===== config.mk =====
export PLATFORM = sky130hd
export DESIGN_NAME = mem_arbiter_n
export DESIGN_NICKNAME = d
export VERILOG_FILES = /design/src/rtl/mem_arb_pkg.sv /design/src/rtl/mem_arbiter_n_rr_picker.sv /design/src/rtl/mem_arbiter_n.sv
export SDC_FILE = /design/constraint.sdc
export NUM_CORES = 1
export LEC_CHECK = 0
export ABC_AREA = 1
export CORE_AREA = 2 2 167 169
export CTS_CLUSTER_SIZE = 14
export DETAILED_ROUTE_END_ITERATION = 16
export DIE_AREA = 0 0 169 171
export HOLD_SLACK_MARGIN = 0.05
export PLACE_DENSITY = 0.55
export SETUP_SLACK_MARGIN = 0.05
export SYNTH_ARGS = -nofsm -noshare
export SYNTH_HDL_FRONTEND = slang
export SYNTH_SLANG_ARGS = --single-unit

===== constraint.sdc =====
create_clock -name CLK -period 5.5 [get_ports CLK]
set_input_delay 1.1 -clock CLK [delete_from_list [all_inputs] [get_ports CLK]]
set_output_delay 1.1 -clock CLK [all_outputs]
set_load 0.005 [all_outputs]

===== src/rtl/mem_arb_pkg.sv =====
// Shared types and helpers for the N-core round-robin RAM arbiter.
// The optional stall timeout is enabled with the ARB_TIMEOUT_EN macro.
package mem_arb_pkg;

    typedef logic [0:0] arb_state_t;
    localparam arb_state_t IDLE  = 1'b0;
    localparam arb_state_t GRANT = 1'b1;

    typedef enum logic [1:0] {
        FREE   = 2'd0,
        BUSY   = 2'd1,
        ACCESS = 2'd2,
        ERROR  = 2'd3
    } ramstate_t;

    // Width of a source index: two sources (data, instruction) per core.
    function automatic int unsigned src_w(input int unsigned ncores);
        return (ncores < 1) ? 1 : $clog2(2 * ncores);
    endfunction

endpackage


===== src/rtl/mem_arbiter_n_rr_picker.sv =====
// Combinational round-robin picker: first set request at or after ptr, wrapping.
module rr_picker #(
    parameter int unsigned NSRC = 4,
    parameter int unsigned SW   = 2
) (
    input  logic [NSRC-1:0] req,
    input  logic [SW-1:0]   ptr,
    output logic            valid,
    output logic [SW-1:0]   idx
);

    int cand;

    always_comb begin
        valid = |req;
        idx   = '0;
        cand  = 0;
        // Walk offsets from far to near so the closest requester wins last.
        for (int off = int'(NSRC) - 1; off >= 0; off--) begin
            cand = int'(ptr) + off;
            if (cand >= int'(NSRC)) cand = cand - int'(NSRC);
            if (req[cand]) idx = SW'(cand);
        end
    end

endmodule


===== src/rtl/mem_arbiter_n.sv =====
// Registered round-robin arbiter sharing one RAM port among 2*NCORES sources, plus halt tracking.
// Define ARB_TIMEOUT_EN to add the GRANT stall timeout and sticky err flag.
module mem_arbiter_n
    import mem_arb_pkg::*;
#(
    parameter int unsigned NCORES  = 2,
    parameter int unsigned AW      = 32,
    parameter int unsigned DW      = 32
`ifdef ARB_TIMEOUT_EN
    ,
    parameter int unsigned TIMEOUT = 64
`endif
) (
    input  logic                 CLK,
    input  logic                 nRST,
    input  logic [NCORES-1:0]    iREN,
    input  logic [NCORES*AW-1:0] iaddr,
    input  logic [NCORES-1:0]    dREN,
    input  logic [NCORES-1:0]    dWEN,
    input  logic [NCORES*AW-1:0] daddr,
    input  logic [NCORES*DW-1:0] dstore,
    output logic [NCORES-1:0]    iwait,
    output logic [NCORES-1:0]    dwait,
    output logic [NCORES*DW-1:0] iload,
    output logic [NCORES*DW-1:0] dload,
    output logic [AW-1:0]        ramaddr,
    output logic [DW-1:0]        ramstore,
    output logic                 ramREN,
    output logic                 ramWEN,
    input  logic [DW-1:0]        ramload,
    input  logic [1:0]           ramstate,
    input  logic [NCORES-1:0]    flushed,
    output logic                 halt,
    output logic                 err
);

    localparam int unsigned NSRC = 2 * NCORES;
    localparam int unsigned SW   = src_w(NCORES);

    arb_state_t        state_q, state_d;
    logic [SW-1:0]     gnt_q, gnt_d, rr_q, rr_d, gnt_nxt, pick_idx;
    logic              pick_valid;
    logic [NSRC-1:0]   req;
    logic [NCORES-1:0] flushed_q;
    logic              halt_q;
    logic              is_access;
    logic              timeout;
    int                gc;

    always_comb begin
        req = '0;
        for (int c = 0; c < int'(NCORES); c++) begin
            req[2*c]   = dREN[c] | dWEN[c];
            req[2*c+1] = iREN[c];
        end
    end

    rr_picker #(
        .NSRC(NSRC),
        .SW  (SW)
    ) u_picker (
        .req  (req),
        .ptr  (rr_q),
        .valid(pick_valid),
        .idx  (pick_idx)
    );

    assign gnt_nxt   = (gnt_q == SW'(NSRC - 1)) ? '0 : gnt_q + SW'(1);
    assign is_access = (ramstate_t'(ramstate) == ACCESS);

`ifdef ARB_TIMEOUT_EN
    localparam int unsigned CW = $clog2(TIMEOUT + 1);

    logic [CW-1:0] cnt_q, cnt_d;
    logic          err_q, err_d;

    assign timeout = (state_q == GRANT) && (cnt_q == CW'(TIMEOUT - 1));

    // Counter only runs while a grant is outstanding; saturates at the limit.
    always_comb begin
        cnt_d = cnt_q;
        if (state_q == IDLE) cnt_d = '0;
        else if (cnt_q != CW'(TIMEOUT - 1)) cnt_d = cnt_q + CW'(1);
        err_d = err_q | (timeout & req[gnt_q] & ~is_access);
    end

    always_ff @(posedge CLK or negedge nRST) begin
        if (!nRST) begin
            cnt_q <= '0;
            err_q <= 1'b0;
        end else begin
            cnt_q <= cnt_d;
            err_q <= err_d;
        end
    end

    assign err = err_q;
`else
    assign timeout = 1'b0;
    assign err     = 1'b0;
`endif

    always_comb begin
        state_d  = state_q;
        gnt_d    = gnt_q;
        rr_d     = rr_q;
        ramaddr  = '0;
        ramstore = '0;
        ramREN   = 1'b0;
        ramWEN   = 1'b0;
        iwait    = '1;
        dwait    = '1;
        iload    = '0;
        dload    = '0;
        gc       = int'(gnt_q >> 1);
        case (state_q)
            IDLE: begin
                if (pick_valid) begin
                    gnt_d   = pick_idx;
                    state_d = GRANT;
                end
            end
            GRANT: begin
                if (!req[gnt_q]) begin
                    // Requester withdrew: drop strobes, keep the pointer.
                    state_d = IDLE;
                end else begin
                    if (!gnt_q[0]) begin
                        ramaddr  = daddr[gc*AW +: AW];
                        ramstore = dstore[gc*DW +: DW];
                        ramWEN   = dWEN[gc];
                        ramREN   = dREN[gc] & ~dWEN[gc];
                    end else begin
                        ramaddr = iaddr[gc*AW +: AW];
                        ramREN  = 1'b1;
                    end
                    if (is_access || timeout) begin
                        if (gnt_q[0]) begin
                            iwait[gc] = 1'b0;
                            if (is_access) iload[gc*DW +: DW] = ramload;
                        end else begin
                            dwait[gc] = 1'b0;
                            if (is_access) dload[gc*DW +: DW] = ramload;
                        end
                        state_d = IDLE;
                        rr_d    = gnt_nxt;
                    end
                end
            end
            default: state_d = IDLE;
        endcase
    end

    always_ff @(posedge CLK or negedge nRST) begin
        if (!nRST) begin
            state_q   <= IDLE;
            gnt_q     <= '0;
            rr_q      <= '0;
            flushed_q <= '0;
            halt_q    <= 1'b0;
        end else begin
            state_q   <= state_d;
            gnt_q     <= gnt_d;
            rr_q      <= rr_d;
            flushed_q <= flushed_q | flushed;
            halt_q    <= &flushed_q;
        end
    end

    assign halt = halt_q;

endmodule


==> metrics.yaml, run 1 <==
pwr:
  comb_power_share_pct: 86.7
  clock_power_share_pct: 4.7
  power_switching_w: 0.00149
  p_leak_nw: 2.89
  internal_power_w: 0.00120
  peakVddDrop_mv: 0.186
  swShare_pct: 55.4
  pwr-share-seq_pct: 8.6
  total_power_w: 0.00268
  power.density_nw_per_um2: 323
route:
  initialDrtViolationCount: 262
  wl_per_cell_microns: 15.4
  vias: 5975
  vias_per_cell: 4.22
  postRouteAntennaNets: 0
  drtPass1Iterations: 4
  routed_wl_mm: 21.7
  drc: 0
timing:
  finalHoldViolCount: 0
  setup_viol: 0
  max_freq_mhz: 222
  clock_skew_ns: 0.000430
  min_period_ns: 4.51
  worstMarginPinSlew_ns: 1.05
  fin_crit_sh_pct: 82.0
  drv_slew: 0
  maxSlewHeadroom_pct: 29.9
  tns_ns: 0
  rsz0062_at_grt: "no"
clocking:
  clock_path_buffers: 2
  cts_setup_buffers: 0
  path_clk_slew_ns: 0.04
  tritoncts: "yes"
  clk_latency_ns: 0.23
  clock_sinks: 8
  numCtsBuffers: 3
  post_cts_resized: 0
  htree_levels: 1
  cts-hold-fix-buffers: 0
  root_buffer: "clkbuf_16"
global_routing:
  grt-ovfl-total: 0
  antenna_found_initial: 2
  grt_first_pass_wirelength_mm: 32.2
  grt_use_total_pct: 13.9
  grt_pass1_vias: 5775
  grt_start_max_net_pins: 76
place:
  dpl.hpwl_mm: 17.2
  gp_congestion: 0.827
  port_buffers: 434
layout:
  fillers: 3029
  syn2layout_area_growth_pct: 122
  multi_input_area_sq_um: 3080
  layout.cells.most_common_list: "clkdlybuf4s50_1, nor2_1, nand2_1"
  layout.nets: 1309
  drive_above_1_share_pct: 13.9
  regArea_sq_um: 208
  final_common_cell: "clkdlybuf4s50_1"
die:
  coreArea_sq_um: 27300
  die_x_microns: 169
  dieHeight_microns: 171
  placement_rows: 61
  start_util_pct: 13.7
  ios: 436
  dieArea_sq_um: 28900
setup_path:
  cp_common_cell: "clkdlybuf4s50_1"
  rrSetupSlack_ns: 3.51
  cp-start-kind: "input port"
  worst_r2r_endpoint: "rr_q[1]$_DFFE_PN0P_"
  critPathKind: "input port to output pin"
  critPathTopFamily: "buffers and inverters"
  cp.required_ns: 4.40
  path_cells: "clkdlybuf4s50_1, nor2_1, o21ai_2, nand2_2, nor2_4, nand2_4, clkinv_4, nand2_8, nor2_2, clkdlybuf4s50_1"
  cp_slowest_cell: "clkdlybuf4s50_1"
  cp.buffers_inverters: 3
  critPathArrivalTime_ns: 3.41
  r2r_cells: 5
  cp_max_fo: 64
  reg2reg_from: "gnt_q[0]$_DFFE_PN0P_"
  worst_path_largest_cell_delay_ns: 0.53
  endpoint_kind: "output pin"
hold_path:
  hp-start: "flushed_q[0]$_DFF_PN0_"
  hold_depth: 2
  min_delay_worst_endpoint: "halt$_DFF_PN0_"
  hold_class: "flip-flop to flip-flop"
synthesis:
  ys_warn_count: 0
  ys_types: 31
  synth.avg_cell_area_sq_um: 5.47
  ys_seq_area_share_pct: 5.35
  synth_area_sq_um: 3740
  syn_nets: 925
  yosys_register_bits: 8
  syn-instance-count: 684
status:
  status: "finished, final reports clean"
run:
  drv_cap: 0
[Yosys cell counts, drive strengths merged]
cell      n  area (sq um)
nand2   106           419
buf      34           275
ha        5          62.6
dfrtp     8           200
o21ai    69           349
a31oi     1          6.26
mux2i     1          10.0
nor2    265          1150
conb      1          3.75
clkinv    2          12.5
nand3    11          55.1
clkbuf   33           124
nor4     32           200
a21oi    36           180
nand4     1          6.26
nor3     64           621
or2       2          12.5
inv      13          48.8
[power by group through the flow]
| stage | clock (W) | combinational, W | sequential [W] |
|---|---|---|---|
| 2_1_floorplan | 0 | 0.00138 | 0.0000926 |
| 3_3_place_gp | 0 | 0.00236 | 0.000236 |
| 3_5_place_dp | 0 | 0.00234 | 0.000233 |
| 4_1_cts | 0.000129 | 0.00236 | 0.000234 |
| 5_1_grt | 0.000132 | 0.00256 | 0.000244 |
| 6_report | 0.000126 | 0.00233 | 0.000231 |
[cell type report]
type,instances,area share [%]
inverter,15,0.752
sequential,8,2.50
tap,346,5.21
timing repair buffer,446,53.5
antenna,2,0.0602
multi-input combinational,594,37.1
clock buffer,4,0.948
[state kept, by name (all words and copies together) (netlist names)]
register,flops
gnt_q,2
flushed_q,2
state_q,1
halt,1
rr_q,2
[how the worst max path moves through the flow]
| stage | start | end | cells after the start | slack, ns |
|---|---|---|---|---|
| after floorplan | dWEN[0] | iload[10] | 9 | 2.37 |
| after global routing | dWEN[1] | iload[30] | 10 | 0.85 |
| after detailed placement | dREN[0] | iload[42] | 10 | 0.99 |
| final | dREN[0] | iload[34] | 10 | 0.99 |
| after global placement | dREN[0] | iload[47] | 10 | 0.98 |
| after CTS | dREN[0] | iload[42] | 10 | 0.99 |
[cell families after synthesis]
| kind of cell | Yosys count | share of synthesized area [%] |
|---|---|---|
| buf+inv | 82 | 12.3 |
| fa+ha+maj | 5 | 1.67 |
| flops | 8 | 5.35 |
| mux | 1 | 0.268 |
| simple gates | 481 | 66.0 |
| compound gates | 106 | 14.3 |
| other cells | 1 | 0.100 |
[tightest hold or removal path, cell delays in order, from the launching register on]
cell     delay (ns)
dfrtp_1        0.33
nand2_1        0.05
inv_1          0.04
[layer usage]
layer | vias to the layer above | wire [microns] | GRT usage (%)
met5 | - | 0 | 0
met4 | 0 | 412 | 3.60
met3 | 16 | 1800 | 2.78
met2 | 303 | 10800 | 25.4
met1 | 2656 | 8710 | 16.5
li1 | 3000 | - | -
[metrics by stage]
| step | cells | hold WS, ns | setup slack, ns | utilization, % | instance area, sq um |
|---|---|---|---|---|---|
| finish | 1415 | 0.450 | 0.991 | 30.4 | 8320 |
| detailed placement | 1409 | 0.443 | 0.988 | 30.1 | 8230 |
| CTS | 1413 | 0.454 | 0.986 | 30.4 | 8310 |
| global route | 1415 | 0.484 | 0.853 | 30.4 | 8320 |
| global placement | 1409 | 0.436 | 0.980 | 30.1 | 8230 |
| floorplan | 684 | 0.424 | 2.37 | - | 3740 |
No activity file was read; power rests on OpenSTA's default activity.
==> inputs of run 2 (changes only) <==
- CORE_AREA: 2 2 167 169 -> 2 2 168 170
- DIE_AREA: 0 0 169 171 -> 0 0 170 172
- clock period: 5.5 -> 4.48 ns (I/O delays scaled with it)
==> run 2 against run 1 <==
Clock power rose by 24%. Register-to-register slack got worse by 0.96 ns. Setup slack got worse by 0.61 ns. Die area grew 1.2%. Clock skew increased by 0.0017 ns. Critical endpoint is now iload[3]. Cell area increased by 0.51%. Cell count rose by 0.14%. First-iteration DRC count decreased by 5.0%. Core utilization barely moved. Global-route usage grew 0.18 points. Flip-flop and latch count unchanged. Sequential share of layout area about the same.
==> metrics.yaml, run 2 (same netlist as run 1, synthesis figures left out) <==
global_routing:
  antenna_found_initial: 1  # was 2
  grt_first_pass_wirelength_mm: 32.4  # was 32.2 mm
  grt_pass1_vias: 5665  # was 5775
  grt_use_total_pct: 14.1  # was 13.9%
  grt-ovfl-total: 0  # unchanged
  grt_start_max_net_pins: 100  # was 76
layout:
  drive_above_1_share_pct: 14.1  # was 13.9%
  final_common_cell: "clkdlybuf4s50_1"  # unchanged
  fin_cells: 1417  # was 1415
  layout.nets: 1312  # was 1309
  largestRegisters: "flushed_q (2), gnt_q (2), rr_q (2)"  # unchanged
  layout.cells.most_common_list: "clkdlybuf4s50_1, nor2_1, nand2_1"  # unchanged
  final_core_util_pct: 30.4  # about the same
  syn2layout_area_growth_pct: 124  # was 122%
route:
  vias: 5990  # was 5975
  vias_per_cell: 4.23  # was 4.22
  routed_wl_mm: 22.8  # was 21.7 mm
  drc: 0  # unchanged
  wl_per_cell_microns: 16.1  # was 15.4 microns
  postRouteAntennaNets: 0  # unchanged
  initialDrtViolationCount: 249  # was 262
  drtPass1Iterations: 7  # was 4
place:
  dpl.hpwl_mm: 17.9  # was 17.2 mm
  gp_congestion: 0.860  # was 0.827
  port_buffers: 434  # unchanged
  dp_cells: 1412  # was 1409
timing:
  maxSlewHeadroom_pct: 43.7  # was 29.9%
  max_freq_mhz: 244
  rsz0062_at_grt: "no"  # unchanged
  setup_viol: 0  # unchanged
  finalHoldViolCount: 0  # unchanged
  min_period_ns: 4.10
  worstMarginPinSlew_ns: 0.836  # was 1.05 ns
  drv_slew: 0  # unchanged
  fin_crit_sh_pct: 91.4
  tns_ns: 0  # unchanged
  clock_skew_ns: 0.00211  # was 0.000430 ns
status:
  status: "finished, final reports clean"  # unchanged
clocking:
  tritoncts: "yes"  # unchanged
  root_buffer: "clkbuf_16"  # unchanged
  numCtsBuffers: 3  # unchanged
  post_cts_resized: 0  # unchanged
  cts_setup_buffers: 0  # unchanged
  path_clk_slew_ns: 0.04  # about the same
  clock_path_buffers: 2  # unchanged
  clock_sinks: 8  # unchanged
  clk_latency_ns: 0.23  # about the same
  htree_levels: 1  # unchanged
  cts-hold-fix-buffers: 0  # unchanged
setup_path:
  critPathKind: "input port to output pin"  # unchanged
  cp-start-kind: "input port"  # unchanged
  cp.required_ns: 3.58  # was 4.40 ns
  critPathArrivalTime_ns: 3.20  # was 3.41 ns
  cp_max_fo: 64  # unchanged
  endpoint_kind: "output pin"  # unchanged
die:
  dieArea_sq_um: 29200  # was 28900 sq um
  ios: 436  # unchanged
  dieHeight_microns: 172  # was 171 microns
  start_util_pct: 13.6  # was 13.7%
  die_x_microns: 170  # was 169 microns
  placement_rows: 61  # unchanged
  coreArea_sq_um: 27500  # was 27300 sq um
hold_path:
  hold_class: "flip-flop to flip-flop"  # unchanged
pwr:
  power.density_nw_per_um2: 406  # was 323 nW/um^2
  peakVddDrop_mv: 0.252  # was 0.186 mV
  total_power_w: 0.00339  # was 0.00268 W
  p_leak_nw: 2.91  # was 2.89 nW
run:
  drv_cap: 0  # unchanged
run 2: changes by cell type in the layout (fill, tap and decap cells not counted):
cell             before  now
inv_2                 2    1
clkinv_1              1    2
clkdlybuf4s50_1     434  433
buf_4                11   13
buf_12                1    3
diode_2               2    1
run 2: power breakdown:
group / internal, W / leakage (nW) / switching (W)
clock: 0.000119 / 0.0382 / 0.0000376
sequential: 0.000100 / 0.0834 / 0.000133
combinational: 0.00130 / 2.79 / 0.00171
run 2: final cells by class:
class	instances	area [sq um]
repair buffers	449	4490
fillers	3000	19100
inverters	15	62.6
flip-flops and latches	8	208
clock buffers	4	78.8
diodes	1	2.50
multi-input cells	594	3080
well taps	346	433
run 2: final timing paths:
check | startpoint | to | slack (ns) | depth (start not counted)
setup / recovery | dWEN[1] | iload[3] | 0.38 | 10
hold / removal | flushed_q[0]$_DFF_PN0_ | halt$_DFF_PN0_ | 0.45 | 2
setup reg to reg | gnt_q[1]$_DFFE_PN0P_ | state_q$_DFF_PN0_ | 2.55 | 7
hold reg to reg | flushed_q[0]$_DFF_PN0_ | halt$_DFF_PN0_ | 0.45 | 2
max in group asynchronous | nRST | gnt_q[0]$_DFFE_PN0P_ | 3.20 | 1
min in group asynchronous | nRST | rr_q[0]$_DFFE_PN0P_ | 0.96 | 1
run 2: worst max-delay path, stage by stage:
cell and delay (ns):
clkdlybuf4s50_1 0.48, nor2_1 0.10, o21ai_1 0.16, nand2_2 0.11, nor2_4 0.13, nand2_4 0.09
clkinv_4 0.11, nand2_8 0.30, nor2_2 0.21, clkdlybuf4s50_1 0.52
run 2: metal layers:
| metal | track usage [%] | part of all wire (%) |
|---|---|---|
| met1 | 16.8 | 40 |
| met2 | 25.4 | 49 |
| met3 | 2.84 | 8.5 |
| met4 | 4.27 | 2.9 |
| met5 | 0 | 0 |
run 2: metrics by stage:
stage          cell area [sq um]  setup slack, ns  hold WS (ns)
5_1_grt                     8360            0.243         0.484
3_5_place_dp                8280            0.380         0.457
6_report                    8360            0.383         0.451
4_1_cts                     8360            0.376         0.455
2_1_floorplan               3740             1.76         0.424
3_3_place_gp                8280            0.410         0.440
